--- src/rtl/mux4_rr_arbiter.sv ---
// Round-robin scheduler for a shared 4:1 mux: registered one-hot grant, mux select and active-low enable.
// Optional macro ARB_GAP_EN inserts a one-cycle GAP state between consecutive grants.
module mux4_rr_arbiter #(
    parameter int unsigned BURST_LEN = 4,
    parameter int unsigned CNT_W     = 8
) (
    input  logic       clk,
    input  logic       rst,
    input  logic [3:0] req,
    output logic [3:0] grant,
    output logic [1:0] sel,
    output logic       en_n,
    output logic       busy
);

`ifdef ARB_GAP_EN
    typedef enum logic [1:0] {IDLE, GRANT, GAP} state_t;
`else
    typedef enum logic [1:0] {IDLE, GRANT} state_t;
`endif

    localparam logic [CNT_W-1:0] CNT_LAST = CNT_W'(BURST_LEN - 1);

    state_t           state_q, state_d;
    logic [3:0]       grant_q, grant_d;
    logic [1:0]       sel_q, sel_d;
    logic             en_n_q, en_n_d;
    logic             busy_q, busy_d;
    logic [CNT_W-1:0] cnt_q, cnt_d;
    logic [1:0]       ptr_q, ptr_d;

    logic       pick_valid;
    logic [1:0] pick_idx;
    logic       do_arb;

    // Search ptr+1, ptr+2, ptr+3, ptr so the last winner ranks lowest.
    always_comb begin
        pick_valid = 1'b0;
        pick_idx   = '0;
        for (int unsigned k = 1; k <= 4; k++) begin
            if (!pick_valid && req[ptr_q + 2'(k)]) begin
                pick_valid = 1'b1;
                pick_idx   = ptr_q + 2'(k);
            end
        end
    end

    always_comb begin
        state_d = state_q;
        grant_d = grant_q;
        sel_d   = sel_q;
        en_n_d  = en_n_q;
        busy_d  = busy_q;
        cnt_d   = cnt_q;
        ptr_d   = ptr_q;
        do_arb  = 1'b0;

        case (state_q)
            IDLE: do_arb = 1'b1;
            GRANT: begin
                if (!req[sel_q] || (cnt_q == CNT_LAST)) begin
`ifdef ARB_GAP_EN
                    state_d = GAP;
                    grant_d = '0;
                    en_n_d  = 1'b1;
                    busy_d  = 1'b1;
                    cnt_d   = '0;
`else
                    do_arb  = 1'b1;
`endif
                end else begin
                    cnt_d = cnt_q + 1'b1;
                end
            end
`ifdef ARB_GAP_EN
            GAP: do_arb = 1'b1;
`endif
            default: state_d = IDLE;
        endcase

        if (do_arb) begin
            if (pick_valid) begin
                state_d = GRANT;
                grant_d = 4'b0001 << pick_idx;
                sel_d   = pick_idx;
                en_n_d  = 1'b0;
                busy_d  = 1'b1;
                cnt_d   = '0;
                ptr_d   = pick_idx;
            end else begin
                state_d = IDLE;
                grant_d = '0;
                en_n_d  = 1'b1;
                busy_d  = 1'b0;
                cnt_d   = '0;
            end
        end
    end

    always_ff @(posedge clk) begin
        if (rst) begin
            state_q <= IDLE;
            grant_q <= '0;
            sel_q   <= '0;
            en_n_q  <= 1'b1;
            busy_q  <= 1'b0;
            cnt_q   <= '0;
            ptr_q   <= 2'd3;
        end else begin
            state_q <= state_d;
            grant_q <= grant_d;
            sel_q   <= sel_d;
            en_n_q  <= en_n_d;
            busy_q  <= busy_d;
            cnt_q   <= cnt_d;
            ptr_q   <= ptr_d;
        end
    end

    assign grant = grant_q;
    assign sel   = sel_q;
    assign en_n  = en_n_q;
    assign busy  = busy_q;

endmodule

--- config.mk ---
export PLATFORM = sky130hd
export DESIGN_NAME = mux4_rr_arbiter
export DESIGN_NICKNAME = d
export VERILOG_FILES = /design/src/rtl/mux4_rr_arbiter.sv
export SDC_FILE = /design/constraint.sdc
export NUM_CORES = 1
export LEC_CHECK = 0
export ABC_AREA = 1
export CORE_ASPECT_RATIO = 0.75
export CORE_UTILIZATION = 55
export CTS_CLUSTER_DIAMETER = 80
export DETAILED_ROUTE_END_ITERATION = 16
export PLACE_DENSITY = 0.8
export RECOVER_POWER = 25
export SLEW_MARGIN = 20
export SYNTH_ARGS = -nofsm -noshare
export SYNTH_HDL_FRONTEND = slang
export SYNTH_SLANG_ARGS = --single-unit
--- constraint.sdc ---
create_clock -name clk -period 2.3 [get_ports clk]
set_clock_uncertainty 0.2 [all_clocks]
set_input_delay 0.46 -clock clk [delete_from_list [all_inputs] [get_ports clk]]
set_output_delay 0.46 -clock clk [all_outputs]
set_load 0.005 [all_outputs]
### Word-level counts from Yosys, hierarchy flattened

Cells that the tools add are included.
Widths: inputs -> output; s select.

* input port bits: 6
* output and inout port bits: 8
* register bits: 20
* logic and storage cells: 60

* reductions and logical operators: 13
* multiplexer cells: 26
* add/subtract/negate cells: 4
* magnitude comparators: 5
* equality and inequality tests: 3
* bitwise operators: 1
* shifts and indexed selects: 1

Operators by type and width (number)
* $lt 2x3->1 const B: 5
* $mux 1: 13
* $mux 2: 6
* $bmux 1 s2: 5
* $add 8x1->8 const B: 1
* $eq 8x2->1 const B: 1
* $add 2x2->2 const B: 2
* $logic_not 1->1: 4
* $mux 4: 1
* $reduce_and 2->1: 2
* $reduce_or 2->1: 2
* $shl 1x2->4 const A: 1
* $logic_and 1x1->1: 3
* $add 2x1->2 const B: 1
* $eq 2x1->1 const B: 1
* $logic_not 2->1: 1
* $ne 2x1->1 const B: 1
* $pmux 1 s2: 1
* $logic_or 1x1->1: 1
* $not 1->1: 1

### Longest topological paths before layout

* depth in word-level cells: 15
* gate-level depth with buffers: 14
* depth with buffers taken out: 13

### Worst setup path after synthesis

OpenSTA, ideal clock, no wires.

* path kind: input-to-reg
* from: input req[3]
* to: register sel_q[0] (netlist: sel[0])
* setup time: 0.116 ns
* data arrival time: 1.243 ns
* setup slack: 0.741 ns
* cell stages on the path: 10
* cell sequence: inv_1 nand2_1 nand3_1 nand2_1 nor2_4 nand3b_4 nand2_4 inv_2 o21ai_2 nor2_1

* longest elaborated chain between the ends: 13
* elaborated cells on any way between the ends: 29
* those cells by class: mux (20); reduce/logical (9)

Ends and longest elaborated chain
* from (decl): line 9 `input logic [3:0] req,`
* $bmux 1 s2: line 41 `if (!pick_valid && req[ptr_q + 2'(k)]) begin`
* $mux 1 (not written as such): line 41
* $mux 1: line 41
* $logic_not 1->1: line 41
* $logic_and 1x1->1: line 41
* $mux 1: line 41
* $logic_not 1->1: line 41
* $logic_and 1x1->1: line 41
* $mux 1: line 41
* $logic_not 1->1: line 41
* $logic_and 1x1->1: line 41
* $mux 1: line 41
* $reduce_and 2->1 (no source line)
* to (signal assigned): line 112 `sel_q <= sel_d;`
* to (decl): line 26 `logic [1:0] sel_q, sel_d;`

Several ways; a longest one is shown, not always the timed one. The select of a mux whose other input is x is not followed.
A chain may end at the register's enable or synchronous reset.

### Worst setup path after layout

* from: register ptr_q[0]
* to: register grant_q[1] (netlist: grant[1])

* longest elaborated chain between the ends: 15
* elaborated cells on any way between the ends: 27
* those cells by class: add/sub (3); shift (1); mux (17); reduce/logical (6)

Ends and longest elaborated chain
* from (decl): line 30 `logic [1:0] ptr_q, ptr_d;`
* from (signal assigned): line 116 `ptr_q <= ptr_d;`
* $add 2x1->2: line 41, 43
* $bmux 1 s2: line 41
* $mux 1 (not written as such): line 41
* $mux 1: line 41
* $logic_not 1->1: line 41
* $logic_and 1x1->1: line 41
* $mux 1: line 41
* $logic_not 1->1: line 41
* $logic_and 1x1->1: line 41
* $mux 1: line 41
* $logic_not 1->1: line 41
* $logic_and 1x1->1: line 41
* $mux 2: line 41
* $shl 1x2->4: line 84 `grant_d = 4'b0001 << pick_idx;`
* $mux 4 (*): line 82 `if (pick_valid) begin`
* to (signal assigned): line 111 `grant_q <= grant_d;`
* to (decl): line 25 `logic [3:0] grant_q, grant_d;`

Mark *: on every way between the ends. The rest lies on a longest branch, timed or not. The select of a mux whose other input is x is not followed.

==> impl_metrics.toml <==
[status]
outcome = "finished clean"

[drt]
wl_um = 1920
route.detailed.drc = 0
vias_per_cell = 4.83
first_pass_iters = 4
ant_nets = 0
route.vias.total = 908
drt_iter0_drc = 23
detail_route.wl_per_cell_um = 10.2

[placed_design]
placed_cell_area_sq_mm = 0.00118
dpl.hpwl_um = 1550
gp_congestion = 0.891
portBuffers = 13

[yosys]
post_synth.cell_area_avg_sq_um = 6.88
yosys_warnings = 0
yosysUniqueCellTypes = 27
synth_top_cell_area_share = 0.368
synth_area_leaders = "dfxtp_1 (37%), nand2_1 (17%), inv_1 (5.8%)"
synthArstFlopShare = 0
seq_area_frac_synth = 0.368
syn_nets = 157
synth_area_leader_cell = "dfxtp_1"
synth_edf_count = 0
synth_area_sq_mm = 0.00103
synthCells = 150
ys.flop_type = "dfxtp_1"
synth_seq_cells = 19

[die]
rows = 13
fp.coreArea_sq_mm = 0.00174
initial_core_util = 0.593
die_x_um = 52.0
fp.dieArea_sq_mm = 0.00206
pin_count = 14
chipHeight_um = 39.5

[clock_tree]
cts_buffer_depth = 2
cts-root-buf = "clkbuf_4"
clkSinkCount = 19
cts_made_buffers = 3
htreeDepth = 1
cts_tree = "yes"
cts_resized = 0
clkLatencyLatePin_ps = 300
cts_hold_buf = 0
clk_pin_slew_worst_paths_ps = 120
post-cts-setup-buffers = 0

[timing]
setup_viol = 0
finalHoldViolations = 0
maxSlewViolCount = 0
period_share = 0.859
fin_setup_tns_ps = 0
relSlewSlack = 0.754
period_needed_ps = 1980
grt_setup_unrepaired = "false"
max_freq_mhz = 506
max_slew.worst_pin.slew_ps = 368

[setup_path]
cp_max_fo = 9
cp-start-kind = "flip-flop"
r2r-start = "ptr_q[0]$_SDFFE_PP1P_"
crit_start = "ptr_q[0]$_SDFFE_PP1P_"
critPathArrivalTime_ps = 1990
cp.required_ps = 2310
crit_type = "flip-flop to flip-flop"
cp-end-kind = "flip-flop"

[finish]
finalInstanceArea_sq_mm = 0.00120
layout.nets = 174
area_growth_pct = 16.1
diodes = 0
drive_above_1_share = 0.157
fillers = 161

[grt]
grt_pass1_vias = 788
antenna_found_initial = 0
grt-ovfl-total = 0
grt_max_degree = 13
grt_use_total = 0.228
grt_pass1_wl_um = 3330

[power_and_ir_drop]
power_density_mw_per_mm2 = 1220
vdd_drop_max_v = 0.000869
p_leak_nw = 0.573

[worst_hold_path]
min_path_type = "flip-flop to flip-flop"
min-delay-start = "cnt_q[0]$_SDFFE_PP0P_"

[flow_run]
maxCapViolations = 0
## layout by cell type (no fill, tap or decap), drive strengths merged, types with 2 or more instances in the layout
cell type       n
nand3          11
xnor2           2
clkbuf          3
dfxtp          19
nand3b          3
xor2            2
nor2           17
inv            22
clkdlybuf4s50  10
a21oi           4
nand4           2
dlygate4sd3     3
o21ai           5
nand2          57
## layout make-up
cell class	instances	area, sq um	area share
repair buffers	13	130	0.109
well taps	22	27.5	0.0230
inverters	22	85.1	0.0710
clock buffers	3	22.5	0.0188
clock inverters	1	7.51	0.00626
multi-input cells	108	546	0.455
flip-flops and latches	19	380	0.317
## state kept, by name (all words and copies together) (netlist names)
signal / flops
ptr_q: 2
state_q: 1
cnt_q: 8
grant: 4
en_n: 1
busy: 1
sel: 2
## critical path, stage by stage (launching register included)
cell,delay [ps]
dfxtp_1,560
inv_4,90
nand2_1,70
nand2_1,90
nand2_1,120
nand2_2,70
nor2_1,200
nand4_1,130
nand2_2,140
inv_1,70
nand3_1,80
nand2_1,50
## Yosys cell counts (2+ instances only)
master	count
o21ai_1	3
a21oi_1	3
inv_2	5
nand2_1	47
nor2_2	2
nor2_1	13
dfxtp_1	19
nand3_1	11
nand4_1	2
xor2_1	2
nor2_4	2
inv_1	16
nand3b_1	2
xnor2_1	2
nand2_2	9
## per-stage QoR
stage	hold slack, ps	total power [mW]	setup WS [ps]	util	instances
after floorplan	218	1.12	741	-	150
after global placement	233	1.30	173	0.677	184
after detailed placement	236	1.32	43.3	0.677	184
after CTS	260	1.50	336	0.694	188
after global routing	284	1.60	89.0	0.689	188
final	259	1.46	325	0.689	188
## path summary, 6_finish.rpt
kind                           end  slack (ps)  cells after the start
max          grant[1]$_SDFFE_PP0P_         320                     11
min reg2reg  cnt_q[0]$_SDFFE_PP0P_         260                      1
min          cnt_q[0]$_SDFFE_PP0P_         260                      1
max reg2reg  grant[1]$_SDFFE_PP0P_         320                     11
## cells by family (layout without fill, tap and decap cells)
kind of cell             count (synthesis)  in the layout  synth area share
AND/OR/NAND/NOR                         92             92             0.428
buffers and inverters                   23             39            0.0933
flip-flops                              19             19             0.368
AO/OA/AOI/OAI                           11             11            0.0642
XOR/XNOR                                 4              4            0.0339
adder cells (fa/ha/maj)                  1              1            0.0121
## routing by layer
metal / GRT usage / vias to the layer above / share of wire
li1: - / 495 / -
met1: 0.322 / 393 / 0.54
met2: 0.337 / 18 / 0.42
met3: 0.0736 / 2 / 0.042
met4: 0.0405 / 0 / 0.0052
met5: 0 / - / 0
## where the power goes
group	switching [mW]	total (mW)	leakage (nW)	internal, mW
combinational	0.483	0.799	0.403	0.315
sequential	0.0782	0.487	0.156	0.408
clock	0.108	0.174	0.0139	0.0662
total	0.669	1.46	0.573	0.790
Power figures use the tool's default switching activity.
==> RTL edit 1, RTL diff (same settings) <==
Change the parameter `CNT_W` from 8 to 12.
--- a/src/rtl/mux4_rr_arbiter.sv
+++ b/src/rtl/mux4_rr_arbiter.sv
@@ -2,7 +2,7 @@
 // Optional macro ARB_GAP_EN inserts a one-cycle GAP state between consecutive grants.
 module mux4_rr_arbiter #(
     parameter int unsigned BURST_LEN = 4,
-    parameter int unsigned CNT_W     = 8
+    parameter int unsigned CNT_W     = 12
 ) (
     input  logic       clk,
     input  logic       rst,
Behaviour: same outputs for any inputs over 10 cycles, from zero or initial values and one cycle with rst high; that may be too few to reach the edited logic, so the function may still have changed.
==> RTL edit 1 against the original RTL <==
Final area rose by 14%; routed wire length rose by 29%; worst setup slack got worse by 66 ps; sequential cell count rose by 4; critical path depth did not move; combinational power fell by 8.8%; power rose by 0.70%; count of clock-buffer cells in the layout rose by 1; area after synthesis rose by 16%; largest power group unchanged.
==> RTL edit 1: results (changes against the original RTL) <==
Logic synthesis
  • Post-synthesis compound-gate area fraction: 0.102 (was 0.0642)
  • Number of distinct library cells after synthesis: 26 (was 27)
  • Mapped Avg Cell Area: 6.95 um2 (was 6.88 um2)
  • Post-Synth Adder-Cell Area: 0.0105 (was 0.0121)
  • Synth top area cells: dfxtp_1 (39%), nand2_1 (15%), nand2_2 (6.8%), nand3_1 (5.4%), nor2_1 (5.3%) (was dfxtp_1 (37%), nand2_1 (17%), inv_1 (5.8%), nand2_2 (5.5%), nand3_1 (5.3%))
  • Syn nets: 179 (was 157)
  • Seq/Total Area, Yosys: 0.385 (was 0.368)
  • Post-Synth XOR/XNOR Area: 0.0220 (was 0.0339)

Placement
  • Worst slack at placement: 3.56 ps (was 43.3 ps)
  • Placed insts: 208 (was 184)
  • Post-placement cell area: 1340 um2 (was 1180 um2)
  • DPL Wire Length: 2.00 mm (was 1.55 mm)
  • GPL Wtd Cong: 0.846 (was 0.891)

Power and ir drop
  • Leak: 0.581 nW (was 0.573 nW)
  • Clk pwr share: 0.124 (was 0.119)
  • Switching share of power: 0.440 (was 0.459)
  • Pwr dens: 1080 nW/um2 (was 1220 nW/um2)
  • Max VDD drop: 0.668 mV (was 0.869 mV)

Worst setup path
  • CP delay by family, top: buffers and inverters (was simple AND/OR/NAND/NOR gates)
  • Slowest-stage cell, CP: clkdlybuf4s50_1 (was dfxtp_1)
  • Largest stage delay, worst path: 500 ps (was 560 ps)

Finish
  • Max reg flops: 12 (was 8)
  • Multi-input gate share of total cell area: 0.469 (was 0.455)
  • Number of multi-input logic gates: 129 (was 108)
  • Final #Nets: 196 (was 174)
  • Clock buffer cells: 4 (was 3)
  • ClkCell Share: 0.0193 (was 0.0251)

Detailed routing
  • Final WL: 2.48 mm (was 1.92 mm)
  • Vias/cell: 5.32 (was 4.83)

Global route
  • Via count of the first global-routing pass: 1079 (was 788)
  • First-pass GRT wire length: 4.40 mm (was 3.33 mm)
  • Total GRT Usage: 0.236 (was 0.228)

Run status
  • Status: finished, final reports clean (unchanged)

Floorplanning
  • Die ar.: 2360 um2 (was 2060 um2)

Timing
  • Hold Slack: 268 ps (was 259 ps)
  • Max_slew headroom: 0.696 (was 0.754)
## RTL edit 1: cells by family (layout without fill, tap and decap cells)
logic type,Yosys count,count (layout)
compound gates,21,21
xor+xnor,3,3
simple gates,104,104
flops,23,23
buf+inv,20,36
fa+ha+maj,1,1
## RTL edit 1: routing by layer
| layer | track usage | wire (um) |
|---|---|---|
| met1 | 0.315 | 1200 |
| met2 | 0.388 | 1120 |
| met3 | 0.0463 | 114 |
| met4 | 0.0780 | 51 |
| met5 | 0 | 0 |
## RTL edit 1: final timing paths
check | cells after the start | startpoint | end
setup / recovery | 11 | req[1] | cnt_q[10]$_SDFFE_PP0P_
hold reg to reg | 2 | en_n$_SDFFE_PP1P_ | en_n$_SDFFE_PP1P_
hold / removal | 2 | en_n$_SDFFE_PP1P_ | en_n$_SDFFE_PP1P_
setup reg to reg | 8 | ptr_q[0]$_SDFFE_PP1P_ | grant[3]$_SDFFE_PP0P_
==> RTL edit 2, RTL diff (same flow settings) <==
Made on the original files. Reset style: asynchronous (`rst`), changed in one clocked block.
--- a/src/rtl/mux4_rr_arbiter.sv
+++ b/src/rtl/mux4_rr_arbiter.sv
@@ -97,7 +97,7 @@
         end
     end
 
-    always_ff @(posedge clk) begin
+    always_ff @(posedge clk or posedge rst) begin
         if (rst) begin
             state_q <= IDLE;
             grant_q <= '0;
Function: differs if rst is asserted again (counterexample within 4 cycles, from zero or initial values and one cycle with rst high); with rst held inactive, the same outputs for 10 cycles.
==> RTL edit 2 against the original RTL <==
Sequential share of layout area up 3.4 points; critical endpoint is now en_n; critical path depth is 10 lower; sequential cell count is the same; count of clock-buffer cells in the layout did not move; via count rose by 10%; area after synthesis rose by 15%; final area increased by 14%; die area increased by 14%; worst setup slack got worse by 54 ps; routed wire length is 23% higher; power increased by 36%; global-route usage down 0.12 points.
==> RTL edit 2: results (changes against the original RTL) <==
Power and ir drop
  • Max VDD drop: 0.964 mV (was 0.869 mV)
  • Leak: 0.677 nW (was 0.573 nW)

Logic synthesis
  • Async SR Flop Fraction: 1.00 (was 0)
  • Post-synthesis cell count: 153 (was 150)
  • Top post-synthesis cells by count: nand2_1 (44), dfrtp_1 (16), inv_1 (14) (was nand2_1 (47), dfxtp_1 (19), inv_1 (16))
  • Syn nets: 160 (was 157)
  • Main synth FF type: dfrtp_1 (was dfxtp_1)
  • Seq/Total Area, Yosys: 0.404 (was 0.368)
  • Number of distinct library cells after synthesis: 28 (was 27)
  • Synth top area cells: dfrtp_1 (34%), nand2_1 (14%), dfstp_2 (6.7%), nand2_2 (5.8%), nand2_4 (4.8%) (was dfxtp_1 (37%), nand2_1 (17%), inv_1 (5.8%), nand2_2 (5.5%), nand3_1 (5.3%))

Timing
  • Final period util: 0.883 (was 0.859)
  • Hold Slack: 260 ps (was 259 ps)
  • Max_slew headroom: 0.533 (was 0.754)

Global route
  • Via count of the first global-routing pass: 881 (was 788)
  • Largest net degree at the start of global routing: 20 (was 13)
  • Total GRT Usage: 0.227 (was 0.228)
  • GRT met3 Usage: 0.0648 (was 0.0736)
  • Met2 usage: 0.354 (was 0.337)
  • GR Util met1: 0.317 (was 0.322)
  • First-pass GRT wire length: 4.03 mm (was 3.33 mm)

Placement
  • Worst slack at placement: 17.8 ps (was 43.3 ps)
  • Post-placement cell area: 1340 um2 (was 1180 um2)
  • GPL Wtd Cong: 0.860 (was 0.891)
  • DPL Wire Length: 1.88 mm (was 1.55 mm)

Worst setup path
  • CP startpoint: en_n$_DFFE_PP1N_ (was ptr_q[0]$_SDFFE_PP1P_)
  • CP arrival: 1370 ps (was 1990 ps)
  • R2R setup slack: 350 ps (was 320 ps)
  • Largest stage delay, worst path: 560 ps (about the same)
  • Worst reg2reg path endpoint: sel[0]$_DFFE_PP0P_ (was grant[1]$_SDFFE_PP0P_)
  • Worst r2r src: ptr_q[0]$_DFFE_PP1P_ (was ptr_q[0]$_SDFFE_PP1P_)
  • Critical Path End: en_n (was grant[1]$_SDFFE_PP0P_)
  • CP delay by family, top: flip-flops (was simple AND/OR/NAND/NOR gates)
  • Crit path max fanout: 2 (was 9)

Detailed routing
  • Met3 wire len: 142 um (was 81 um)
  • DR WL/cell: 12.3 um (was 10.2 um)
  • Routed length on met1: 1.18 mm (was 1.03 mm)
  • Vias: 1001 (was 908)
  • WL met2: 1.04 mm (was 800 um)
  • Initial DRC count: 36 (was 23)

Run status
  • Status: finished, final reports clean (unchanged)

Min path
  • Hold path start: cnt_q[0]$_DFFE_PP0P_ (was cnt_q[0]$_SDFFE_PP0P_)
  • Hold endpoint: cnt_q[0]$_DFFE_PP0P_ (was cnt_q[0]$_SDFFE_PP0P_)

Finish
  • Share of layout cells above drive strength 1: 0.225 (was 0.157)
  • Final non-filler cell total: 193 (was 188)
  • Final #Nets: 177 (was 174)
  • Design area: 1360 um2 (was 1200 um2)

Clocking
  • Num CTS Buffers: 3 (unchanged)
## RTL edit 2: power breakdown
group          total (mW)  internal, mW  switching (mW)
Sequential          0.557         0.453           0.104
Combinational        1.26         0.474           0.786
Clock               0.171        0.0648           0.106
Total                1.99         0.992           0.996
## RTL edit 2: cells by family (layout without fill, tap and decap cells)
logic type | Yosys count | after routing | share of synthesized area
AND/OR/NAND/NOR | 92 | 92 | 0.416
buffers and inverters | 24 | 40 | 0.0876
adder cells (fa/ha/maj) | 1 | 1 | 0.0106
flip-flops | 19 | 19 | 0.404
AO/OA/AOI/OAI | 17 | 17 | 0.0813
## RTL edit 2: area by class of cell
cell class,instances,share of cell area
Clock inverter,1,0.00367
Multi-Input combinational cell,110,0.441
Clock buffer,3,0.0165
Sequential cell,19,0.351
Timing Repair Buffer,14,0.101
Tap cell,24,0.0220
Inverter,22,0.0642
